File: src/rtl/lut_frac_scan_if.sv
// Port bundle for lut_frac_scan: user address/enables, scan chain and LUT outputs.
// The slave modport is the LUT side; master is the driver side (CLB fabric or bench).
interface lut_frac_scan_if #(
    parameter int unsigned INPUTS = 4
);
    logic [2*INPUTS-1:0] addr;
    logic                ce;
    logic                cen;
    logic                config_in;
    logic                config_out;
    logic                cfg_done;
    logic [1:0]          out;

    modport master (
        output addr,
        output ce,
        output cen,
        output config_in,
        input  config_out,
        input  cfg_done,
        input  out
    );

    modport slave (
        input  addr,
        input  ce,
        input  cen,
        input  config_in,
        output config_out,
        output cfg_done,
        output out
    );
endinterface

File: src/rtl/lut_frac_scan.sv
// Scan-configured fracturable two-output LUT with per-output optional registers.
// Config frame {use_fracture, reg1, reg0, first_lut, second_lut} shifts in MSB-first.
module lut_frac_scan #(
    parameter int unsigned INPUTS   = 4,
    parameter int unsigned MEM_SIZE = 2**INPUTS,
    parameter int unsigned CFG_BITS = 2*MEM_SIZE+3
) (
    input logic            clk,
    input logic            rst_n,
    lut_frac_scan_if.slave bus
);

    localparam int unsigned    CntW   = $clog2(CFG_BITS+1);
    localparam logic [CntW-1:0] CntMax = CntW'(CFG_BITS);

    logic [CFG_BITS-1:0] cfg_q, cfg_d;
    logic [CntW-1:0]     cnt_q, cnt_d;
    logic                q1_q, q1_d;
    logic                q0_q, q0_d;

    logic                use_fracture, reg1, reg0;
    logic [MEM_SIZE-1:0] first_lut, second_lut;
    logic [INPUTS-1:0]   idx1, idx0;
    logic                c1, c0, sel, done;

    assign use_fracture = cfg_q[CFG_BITS-1];
    assign reg1         = cfg_q[CFG_BITS-2];
    assign reg0         = cfg_q[CFG_BITS-3];
    assign first_lut    = cfg_q[2*MEM_SIZE-1:MEM_SIZE];
    assign second_lut   = cfg_q[MEM_SIZE-1:0];
    assign done         = (cnt_q == CntMax);

    // addr[INPUTS-1] is not an input to either sub-LUT.
    logic unused_addr;
    assign unused_addr = bus.addr[INPUTS-1];

    // Cascade always takes the combinational c1, even when reg1 is set.
    always_comb begin
        idx1 = bus.addr[2*INPUTS-1:INPUTS];
        c1   = first_lut[idx1];
        sel  = use_fracture ? bus.addr[INPUTS] : c1;
        idx0 = {sel, bus.addr[INPUTS-2:0]};
        c0   = second_lut[idx0];
    end

    always_comb begin
        cfg_d = cfg_q;
        cnt_d = cnt_q;
        q1_d  = q1_q;
        q0_d  = q0_q;
        if (bus.cen) begin
            cfg_d = {cfg_q[CFG_BITS-2:0], bus.config_in};
            if (!done) begin
                cnt_d = cnt_q + 1'b1;
            end
        end else if (bus.ce && done) begin
            q1_d = c1;
            q0_d = c0;
        end
    end

    always_ff @(posedge clk) begin
        if (!rst_n) begin
            cfg_q <= '0;
            cnt_q <= '0;
            q1_q  <= 1'b0;
            q0_q  <= 1'b0;
        end else begin
            cfg_q <= cfg_d;
            cnt_q <= cnt_d;
            q1_q  <= q1_d;
            q0_q  <= q0_d;
        end
    end

    assign bus.config_out = cfg_q[CFG_BITS-1];
    assign bus.cfg_done   = done;
    assign bus.out        = done ? {(reg1 ? q1_q : c1), (reg0 ? q0_q : c0)} : 2'b00;

endmodule

File: src/flat_wrapper.sv
// flat-port wrapper written by rule: the top's interface ports become plain ports
module lut_frac_scan_flat 
#(
    parameter int unsigned INPUTS   = 4,
    parameter int unsigned MEM_SIZE = 2**INPUTS,
    parameter int unsigned CFG_BITS = 2*MEM_SIZE+3
)
  (clk, rst_n, bus_addr, bus_ce, bus_cen, bus_config_in, bus_config_out, bus_cfg_done, bus_out);
  lut_frac_scan_if #(.INPUTS(INPUTS)) bus_i ();
  input logic clk;
  input logic rst_n;
  input wire logic [$bits(bus_i.addr)-1:0] bus_addr;
  input wire logic [$bits(bus_i.ce)-1:0] bus_ce;
  input wire logic [$bits(bus_i.cen)-1:0] bus_cen;
  input wire logic [$bits(bus_i.config_in)-1:0] bus_config_in;
  output wire logic [$bits(bus_i.config_out)-1:0] bus_config_out;
  output wire logic [$bits(bus_i.cfg_done)-1:0] bus_cfg_done;
  output wire logic [$bits(bus_i.out)-1:0] bus_out;
  assign bus_i.addr = bus_addr;
  assign bus_i.ce = bus_ce;
  assign bus_i.cen = bus_cen;
  assign bus_i.config_in = bus_config_in;
  assign bus_config_out = bus_i.config_out;
  assign bus_cfg_done = bus_i.cfg_done;
  assign bus_out = bus_i.out;
  lut_frac_scan #(.INPUTS(INPUTS), .MEM_SIZE(MEM_SIZE), .CFG_BITS(CFG_BITS)) u_core (.clk(clk), .rst_n(rst_n), .bus(bus_i));
endmodule
File: config.mk
export PLATFORM = sky130hd
export DESIGN_NAME = lut_frac_scan_flat
export DESIGN_NICKNAME = d
export VERILOG_FILES = /design/src/rtl/lut_frac_scan_if.sv /design/src/rtl/lut_frac_scan.sv /design/src/flat_wrapper.sv
export SDC_FILE = /design/constraint.sdc
export NUM_CORES = 1
export LEC_CHECK = 0
export CORE_UTILIZATION = 49
export CTS_BUF_LIST = sky130_fd_sc_hd__clkbuf_4 sky130_fd_sc_hd__clkbuf_8
export DETAILED_ROUTE_END_ITERATION = 12
export PLACE_DENSITY = 0.77
export SYNTH_ARGS = -nofsm -noshare
export SYNTH_HDL_FRONTEND = slang
export SYNTH_SLANG_ARGS = --single-unit
File: constraint.sdc
create_clock -name clk -period 4.3 [get_ports clk]
set_clock_uncertainty 0.1 [all_clocks]
set_input_delay 0.645 -clock clk [delete_from_list [all_inputs] [get_ports clk]]
set_output_delay 0.645 -clock clk [all_outputs]
set_load 0.05 [all_outputs]
==> impl_metrics.sql, run 1 <==
INSERT INTO impl_metrics (metric_group, metric, value, unit) VALUES
('outcome', 'run_status', 'completed', ''),
('clock_tree', 'cts_inserted_buffers', '5', ''),
('clock_tree', 'cts_buffer_depth', '2', ''),
('setup_path', 'critical_path_peak_fanout', '10', ''),
('setup_path', 'critPathCapture', 'bus_out[1]', ''),
('global_route', 'initial_antenna_violation_count', '0', ''),
('yosys', 'number_of_register_bits_inferred_by_synthesis', '43', ''),
('placement', 'place.port_buffers', '15', ''),
('worst_hold_path', 'timing.hold.worst.class', 'reg -> reg', ''),
('yosys', 'synth_warnings', '0', ''),
('placement', 'placed_cells', '243', ''),
('yosys', 'count_of_flip_flops_with_a_built_in_enable_after_synthesis', '0', ''),
('clock_tree', 'ctsRootBufferMaster', 'sky130_fd_sc_hd__clkbuf_8', ''),
('die', 'io_pins', '17', ''),
('finish', 'area_growth', '13.3', '%'),
('timing', 'transition_time_of_the_tightest_slew_check_pin', '1.11', 'ns'),
('route', 'postRouteAntennaNets', '0', ''),
('die', 'placement_rows', '22', ''),
('yosys', 'yosys_most_used_dff', 'sky130_fd_sc_hd__dfxtp_1', ''),
('setup_path', 'timing.reg2reg.worst_path_depth', '6', ''),
('global_route', 'congestion_overflow_gr', '0', ''),
('global_route', 'grt_first_pass_wirelength', '5650', 'um'),
('die', 'dieHeight', '64.3', 'um'),
('die', 'design.die.area', '0.00414', 'mm2'),
('yosys', 'yosysTopAreaCell', 'sky130_fd_sc_hd__dfxtp_1', ''),
('setup_path', 'crit_path_end_kind', 'output port', ''),
('yosys', 'postSynth.asyncResetShare', '0', '%'),
('yosys', 'synth.distinct_cells', '34', ''),
('power', 'clock_power_share', '35.8', '%'),
('yosys', 'synth-seq-area-share', '45.2', '%'),
('setup_path', 'timing.critical_path.from_type', 'input pin', ''),
('clock_tree', 'post_cts.repair.setup_buffers', '0', ''),
('setup_path', 'startpoint', 'bus_addr[4]', ''),
('route', 'route.detailed.drc', '0', ''),
('run', 'timing.max_cap.violations', '0', ''),
('timing', 'grt_setup_unrepaired', 'no', ''),
('route', 'routedWlPerCell', '13.5', 'um'),
('finish', 'nNetsFinal', '216', ''),
('die', 'core_region_area', '0.00369', 'mm2'),
('timing', 'max-slew-margin-rel', '26.3', '%'),
('clock_tree', 'cts_tree', 'yes', ''),
('yosys', 'synth_top_cell_area_share', '45.2', '%'),
('global_route', 'grt_util_all_layers', '18.0', '%'),
('timing', 'slew_violations', '0', ''),
('power', 'power-per-cell-area', '332', 'mW/mm2'),
('yosys', 'synthesis.area', '0.00190', 'mm2'),
('route', 'dr_total_vias', '1384', ''),
('route', 'detailedRoute.firstPassIterationCount', '4', ''),
('timing', 'hold-worst-slack', '0.385', 'ns'),
('global_route', 'first_global_vias', '1298', ''),
('power', 'power.leakage', '0.902', 'nW'),
('yosys', 'post_synthesis_cell_count', '189', ''),
('setup_path', 'required', '3.56', 'ns'),
('setup_path', 'worst_ep_arrival_time', '3.13', 'ns'),
('timing', 'fin_crit_sh', '90.1', '%'),
('power', 'intPower', '0.554', 'mW'),
('finish', 'instances_no_fill', '251', ''),
('finish', 'final_util', '58.5', '%'),
('yosys', 'synth_top_cells_by_area', 'sky130_fd_sc_hd__dfxtp_1, sky130_fd_sc_hd__mux2i_1, sky130_fd_sc_hd__nor2_1, sky130_fd_sc_hd__mux4_2, sky130_fd_sc_hd__mux2_2', ''),
('timing', 'finalSetupViolations', '0', ''),
('setup_path', 'flop2flop_setup_slack', '2.39', 'ns'),
('route', 'dr.first_iter.drc_count', '64', ''),
('die', 'floorplan.initialDensity', '51.6', '%'),
('clock_tree', 'clock_tree.htree_level_count', '2', ''),
('power', 'post-layout-total-power', '0.716', 'mW'),
('timing', 'timing.fmax', '0.258', 'GHz'),
('clock_tree', 'worstSkewPairLatency', '0.29', 'ns'),
('timing', 'report.final.hold_viol_count', '0', ''),
('clock_tree', 'cts.sink_count', '43', ''),
('clock_tree', 'path_clk_slew', '0.08', 'ns'),
('timing', 'finalWorstPathRequiredPeriod', '3.87', 'ns');
## registers in the layout, summed over array words and instances, names as in the netlist
| signal | flops |
|---|---|
| u_core.cnt_q | 6 |
| u_core.q1_q | 1 |
| u_core.q0_q | 1 |
| u_core.cfg_q | 35 |
## power groups by stage
stage               logic (mW)  registers (mW)  clock network (mW)
global placement        0.0550           0.412                   0
global route            0.0610           0.404               0.282
CTS                     0.0567           0.403               0.264
floorplan               0.0388           0.412                   0
finish                  0.0563           0.403               0.257
detailed placement      0.0566           0.413                   0
## metal layers
metal / share of wire [%] / wire length, um / vias up / GRT usage [%]
li1: - / - / 691 / -
met1: 45 / 1540 / 666 / 20.0
met2: 49 / 1660 / 19 / 30.9
met3: 3.0 / 103 / 8 / 5.36
met4: 2.7 / 91 / 0 / 9.17
met5: 0 / 0 / - / 0
## per-stage QoR
step                      worst slack, ns  area [um2]
after floorplan                     0.927        1900
after global placement              0.484        2070
after detailed placement            0.440        2070
after CTS                           0.442        2160
after global routing                0.294        2160
final                               0.426        2160
## how the worst min path moves through the flow
stage / start / end / slack (ns) / cells past startpoint
6_report: u_core.cnt_q[1] / u_core.cnt_q[1] / 0.38 / 2
5_1_grt: u_core.cnt_q[1] / u_core.cnt_q[1] / 0.42 / 2
4_1_cts: u_core.cnt_q[1] / u_core.cnt_q[1] / 0.38 / 2
3_5_place_dp: u_core.cnt_q[1] / u_core.cnt_q[1] / 0.37 / 2
3_3_place_gp: u_core.cnt_q[1] / u_core.cnt_q[1] / 0.36 / 2
2_1_floorplan: u_core.cnt_q[1] / u_core.cnt_q[1] / 0.35 / 2
## kinds of logic (layout without fill, tap and decap cells)
group,count (synthesis),in the layout,share of synthesized area [%]
buffers and inverters,12,26,2.76
adder cells (fa/ha/maj),1,1,0.657
XOR/XNOR,5,5,2.30
multiplexers,46,46,27.8
AND/OR/NAND/NOR,71,71,16.6
AO/OA/AOI/OAI,11,11,4.67
flip-flops,43,43,45.2
## synthesized netlist by cell type, types with 2 or more instances
master                     count
sky130_fd_sc_hd__clkbuf_1      8
sky130_fd_sc_hd__mux4_2        5
sky130_fd_sc_hd__mux2i_1      36
sky130_fd_sc_hd__xor2_1        5
sky130_fd_sc_hd__nand4_1       2
sky130_fd_sc_hd__nor2b_1       3
sky130_fd_sc_hd__dfxtp_1      43
sky130_fd_sc_hd__nor3_1        5
sky130_fd_sc_hd__nor2_1       43
sky130_fd_sc_hd__mux2_2        5
sky130_fd_sc_hd__nand2b_1      2
sky130_fd_sc_hd__nand2_1       5
sky130_fd_sc_hd__a211oi_1      2
sky130_fd_sc_hd__nand3_1       5
## critical path, cell delays in order
cell                              delay, ns
sky130_fd_sc_hd__clkdlybuf4s50_1       0.62
sky130_fd_sc_hd__mux4_2                0.45
sky130_fd_sc_hd__nor2_2                0.04
sky130_fd_sc_hd__nor3_1                0.27
sky130_fd_sc_hd__nor3_1                0.10
sky130_fd_sc_hd__nor3_1                0.17
sky130_fd_sc_hd__clkdlybuf4s50_1       0.84
## layout make-up
type | instances | area (um2)
Fill cell | 316 | 1530
Multi-Input combinational cell | 134 | 991
Clock buffer | 7 | 83.8
Inverter | 2 | 7.51
Timing Repair Buffer | 16 | 150
Clock inverter | 1 | 5.00
Tap cell | 48 | 60.1
Sequential cell | 43 | 861
No activity file was read; power rests on OpenSTA's default activity.
==> run 2, diff against run 1 <==
CORE_MARGIN = 2   (was unset)
==> run 2 against run 1 <==
  * Utilization decreased by 0.14 points
  * Global-route usage fell by 1.3 points
  * Setup slack improved by 0.049 ns
  * Worst hold slack about the same
  * Sequential share of layout area rose by 0.093 points
  * Flip-flop and latch count did not move
  * Combinational power hardly changed
  * Die area up 6.3%
  * First-iteration DRC count grew 27%
  * Largest power group unchanged
==> impl_metrics.sql, run 2 (synthesis gave the netlist of run 1 again) <==
INSERT INTO impl_metrics (metric_group, metric, value, unit) VALUES
('outcome', 'run_status', 'completed', ''),
('clock_tree', 'cts_buffer_depth', '2', ''),
('clock_tree', 'cts_tree', 'yes', ''),
('setup_path', 'critPathBufInv', '2', ''),
('timing', 'finalWorstPathRequiredPeriod', '3.82', 'ns'),
('setup_path', 'cp_common_cell', 'sky130_fd_sc_hd__nor3_1', ''),
('placement', 'gp_routability_congestion', '0.698', ''),
('setup_path', 'timing.reg2reg.worst_path_depth', '6', ''),
('setup_path', 'timing.rr.end', 'u_core.q0_q', ''),
('worst_hold_path', 'hold_depth', '2', ''),
('timing', 'max-slew-margin-rel', '27.2', '%'),
('die', 'floorplan.initialDensity', '51.6', '%'),
('setup_path', 'crit_slowest_cell', 'sky130_fd_sc_hd__clkdlybuf4s50_1', ''),
('placement', 'place_hpwl', '2340', 'um'),
('worst_hold_path', 'holdCritStartpoint', 'u_core.cnt_q[1]', ''),
('finish', 'layout.cells.most_common_list', 'sky130_fd_sc_hd__nor2_1, sky130_fd_sc_hd__dfxtp_1, sky130_fd_sc_hd__mux2i_1, sky130_fd_sc_hd__clkdlybuf4s50_1', ''),
('die', 'dieHeight', '66.3', 'um'),
('die', 'die_x', '66.3', 'um'),
('die', 'io_pins', '17', ''),
('setup_path', 'flop2flop_setup_slack', '2.37', 'ns'),
('global_route', 'grt_first_pass_wirelength', '5510', 'um'),
('clock_tree', 'cts.sink_count', '43', ''),
('setup_path', 'critical_path_peak_fanout', '10', ''),
('timing', 'grt_setup_unrepaired', 'no', ''),
('setup_path', 'cp_class', 'in -> out', ''),
('timing', 'transition_time_of_the_tightest_slew_check_pin', '1.09', 'ns'),
('power', 'vdd.ir_drop.worst', '218', 'uV'),
('finish', 'area_growth', '13.1', '%'),
('route', 'detailedRoute.firstPassIterationCount', '4', ''),
('global_route', 'initial_antenna_violation_count', '0', ''),
('global_route', 'grt_start_max_net_pins', '43', ''),
('worst_hold_path', 'worst_hold_path.endpoint', 'u_core.cnt_q[1]', ''),
('power', 'power.leakage', '0.901', 'nW'),
('route', 'route.detailed.drc', '0', ''),
('finish', 'largest_reg_flops', '35', ''),
('power', 'power-per-cell-area', '325', 'mW/mm2'),
('timing', 'setup-tns-final', '0', 'ns'),
('worst_hold_path', 'timing.hold.worst.class', 'reg -> reg', ''),
('route', 'dr_total_vias', '1352', ''),
('setup_path', 'required', '3.56', 'ns'),
('die', 'placement_rows', '22', ''),
('finish', 'antennaDiodeCount', '0', ''),
('timing', 'fin_crit_sh', '88.9', '%'),
('timing', 'slew_violations', '0', ''),
('global_route', 'congestion_overflow_gr', '0', ''),
('clock_tree', 'path_clk_slew', '0.08', 'ns'),
('clock_tree', 'ctsRootBufferMaster', 'sky130_fd_sc_hd__clkbuf_8', ''),
('timing', 'finalSetupViolations', '0', ''),
('setup_path', 'slowest_delay', '0.84', 'ns'),
('setup_path', 'timing.critical_path.from_type', 'input pin', ''),
('clock_tree', 'clock_tree.htree_level_count', '2', ''),
('route', 'detail_route.vias_per_cell', '5.39', ''),
('finish', 'reg_top3', 'u_core.cfg_q: 35 flops, u_core.cnt_q: 6 flops', ''),
('die', 'design.die.area', '0.00440', 'mm2'),
('setup_path', 'crit_path_end_kind', 'output port', ''),
('route', 'drt_total_wl', '3260', 'um'),
('timing', 'timing.fmax', '0.261', 'GHz'),
('clock_tree', 'worstSkewPairLatency', '0.29', 'ns'),
('setup_path', 'worst_ep_arrival_time', '3.08', 'ns'),
('timing', 'report.final.hold_viol_count', '0', ''),
('clock_tree', 'post_cts.repair.setup_buffers', '0', ''),
('placement', 'place.port_buffers', '15', ''),
('die', 'core_region_area', '0.00369', 'mm2'),
('global_route', 'grt_util_all_layers', '16.7', '%'),
('route', 'postRouteAntennaNets', '0', ''),
('run', 'timing.max_cap.violations', '0', ''),
('route', 'routedWlPerCell', '13.0', 'um'),
('power', 'post-layout-total-power', '0.700', 'mW'),
('finish', 'nNetsFinal', '216', ''),
('setup_path', 'crit_path_cell_trace', 'clkdlybuf4s50_1, mux4_2, nor2_2, nor3_1, nor3_1, nor3_1, clkdlybuf4s50_1', ''),
('finish', 'regMostFlops', 'u_core.cfg_q', ''),
('setup_path', 'timing.rr.start', 'u_core.cnt_q[0]', ''),
('finish', 'final_layout_size_suffix_gt1_share', '11.8', '%'),
('clock_tree', 'cts_hold_repair.buffers', '0', ''),
('setup_path', 'critical_path.top_delay_family', 'buffers and inverters', ''),
('global_route', 'first_global_vias', '1272', ''),
('clock_tree', 'cts_inserted_buffers', '5', ''),
('clock_tree', 'cts.repair.resized', '0', ''),
('route', 'dr.first_iter.drc_count', '81', '');
## run 2: through the flow
step,hold slack [ns],std cells,util (%),instance area (um2),setup WS (ns)
6_report,0.385,251,58.4,2150,0.475
5_1_grt,0.417,251,58.4,2150,0.291
4_1_cts,0.385,251,58.4,2150,0.476
3_5_place_dp,0.374,243,56.1,2070,0.474
3_3_place_gp,0.358,243,56.1,2070,0.500
2_1_floorplan,0.348,189,-,1900,0.927
## run 2: per-layer routing
layer  track usage [%]  wire length, um
met2              28.2             1580
met3              3.58               80
met5                 0                0
met4              8.42               59
met1              19.8             1540
## run 2: final cells by class
type / count / area [um2]
clock buffers: 5 / 68.8
fillers: 311 / 1540
well taps: 48 / 60.1
multi-input cells: 134 / 991
repair buffers: 16 / 150
flip-flops and latches: 43 / 861
inverters: 2 / 7.51
clock inverters: 3 / 15.0
## run 2: how the worst max path moves through the flow
stage / startpoint / to / slack, ns / depth (start not counted)
after floorplan: bus_addr[4] / bus_out[0] / 0.93 / 6
after CTS: bus_addr[4] / bus_out[1] / 0.48 / 7
after global routing: bus_addr[4] / bus_out[1] / 0.29 / 7
final: bus_addr[4] / bus_out[1] / 0.48 / 7
after detailed placement: bus_addr[4] / bus_out[1] / 0.47 / 7
after global placement: bus_addr[4] / bus_out[1] / 0.50 / 7
## run 2: worst register-to-register path, cell delays in order, from the launching register on
cell,delay (ns)
sky130_fd_sc_hd__dfxtp_1,0.37
sky130_fd_sc_hd__ha_1,0.20
sky130_fd_sc_hd__nor2b_1,0.14
sky130_fd_sc_hd__nand3_1,0.26
sky130_fd_sc_hd__nor3b_1,0.46
sky130_fd_sc_hd__nand2_1,0.11
sky130_fd_sc_hd__o31ai_1,0.21
## run 2: report_power, final
group          internal, mW  switching [mW]
registers             0.401         0.00240
clock network         0.111           0.130
logic                0.0268          0.0294
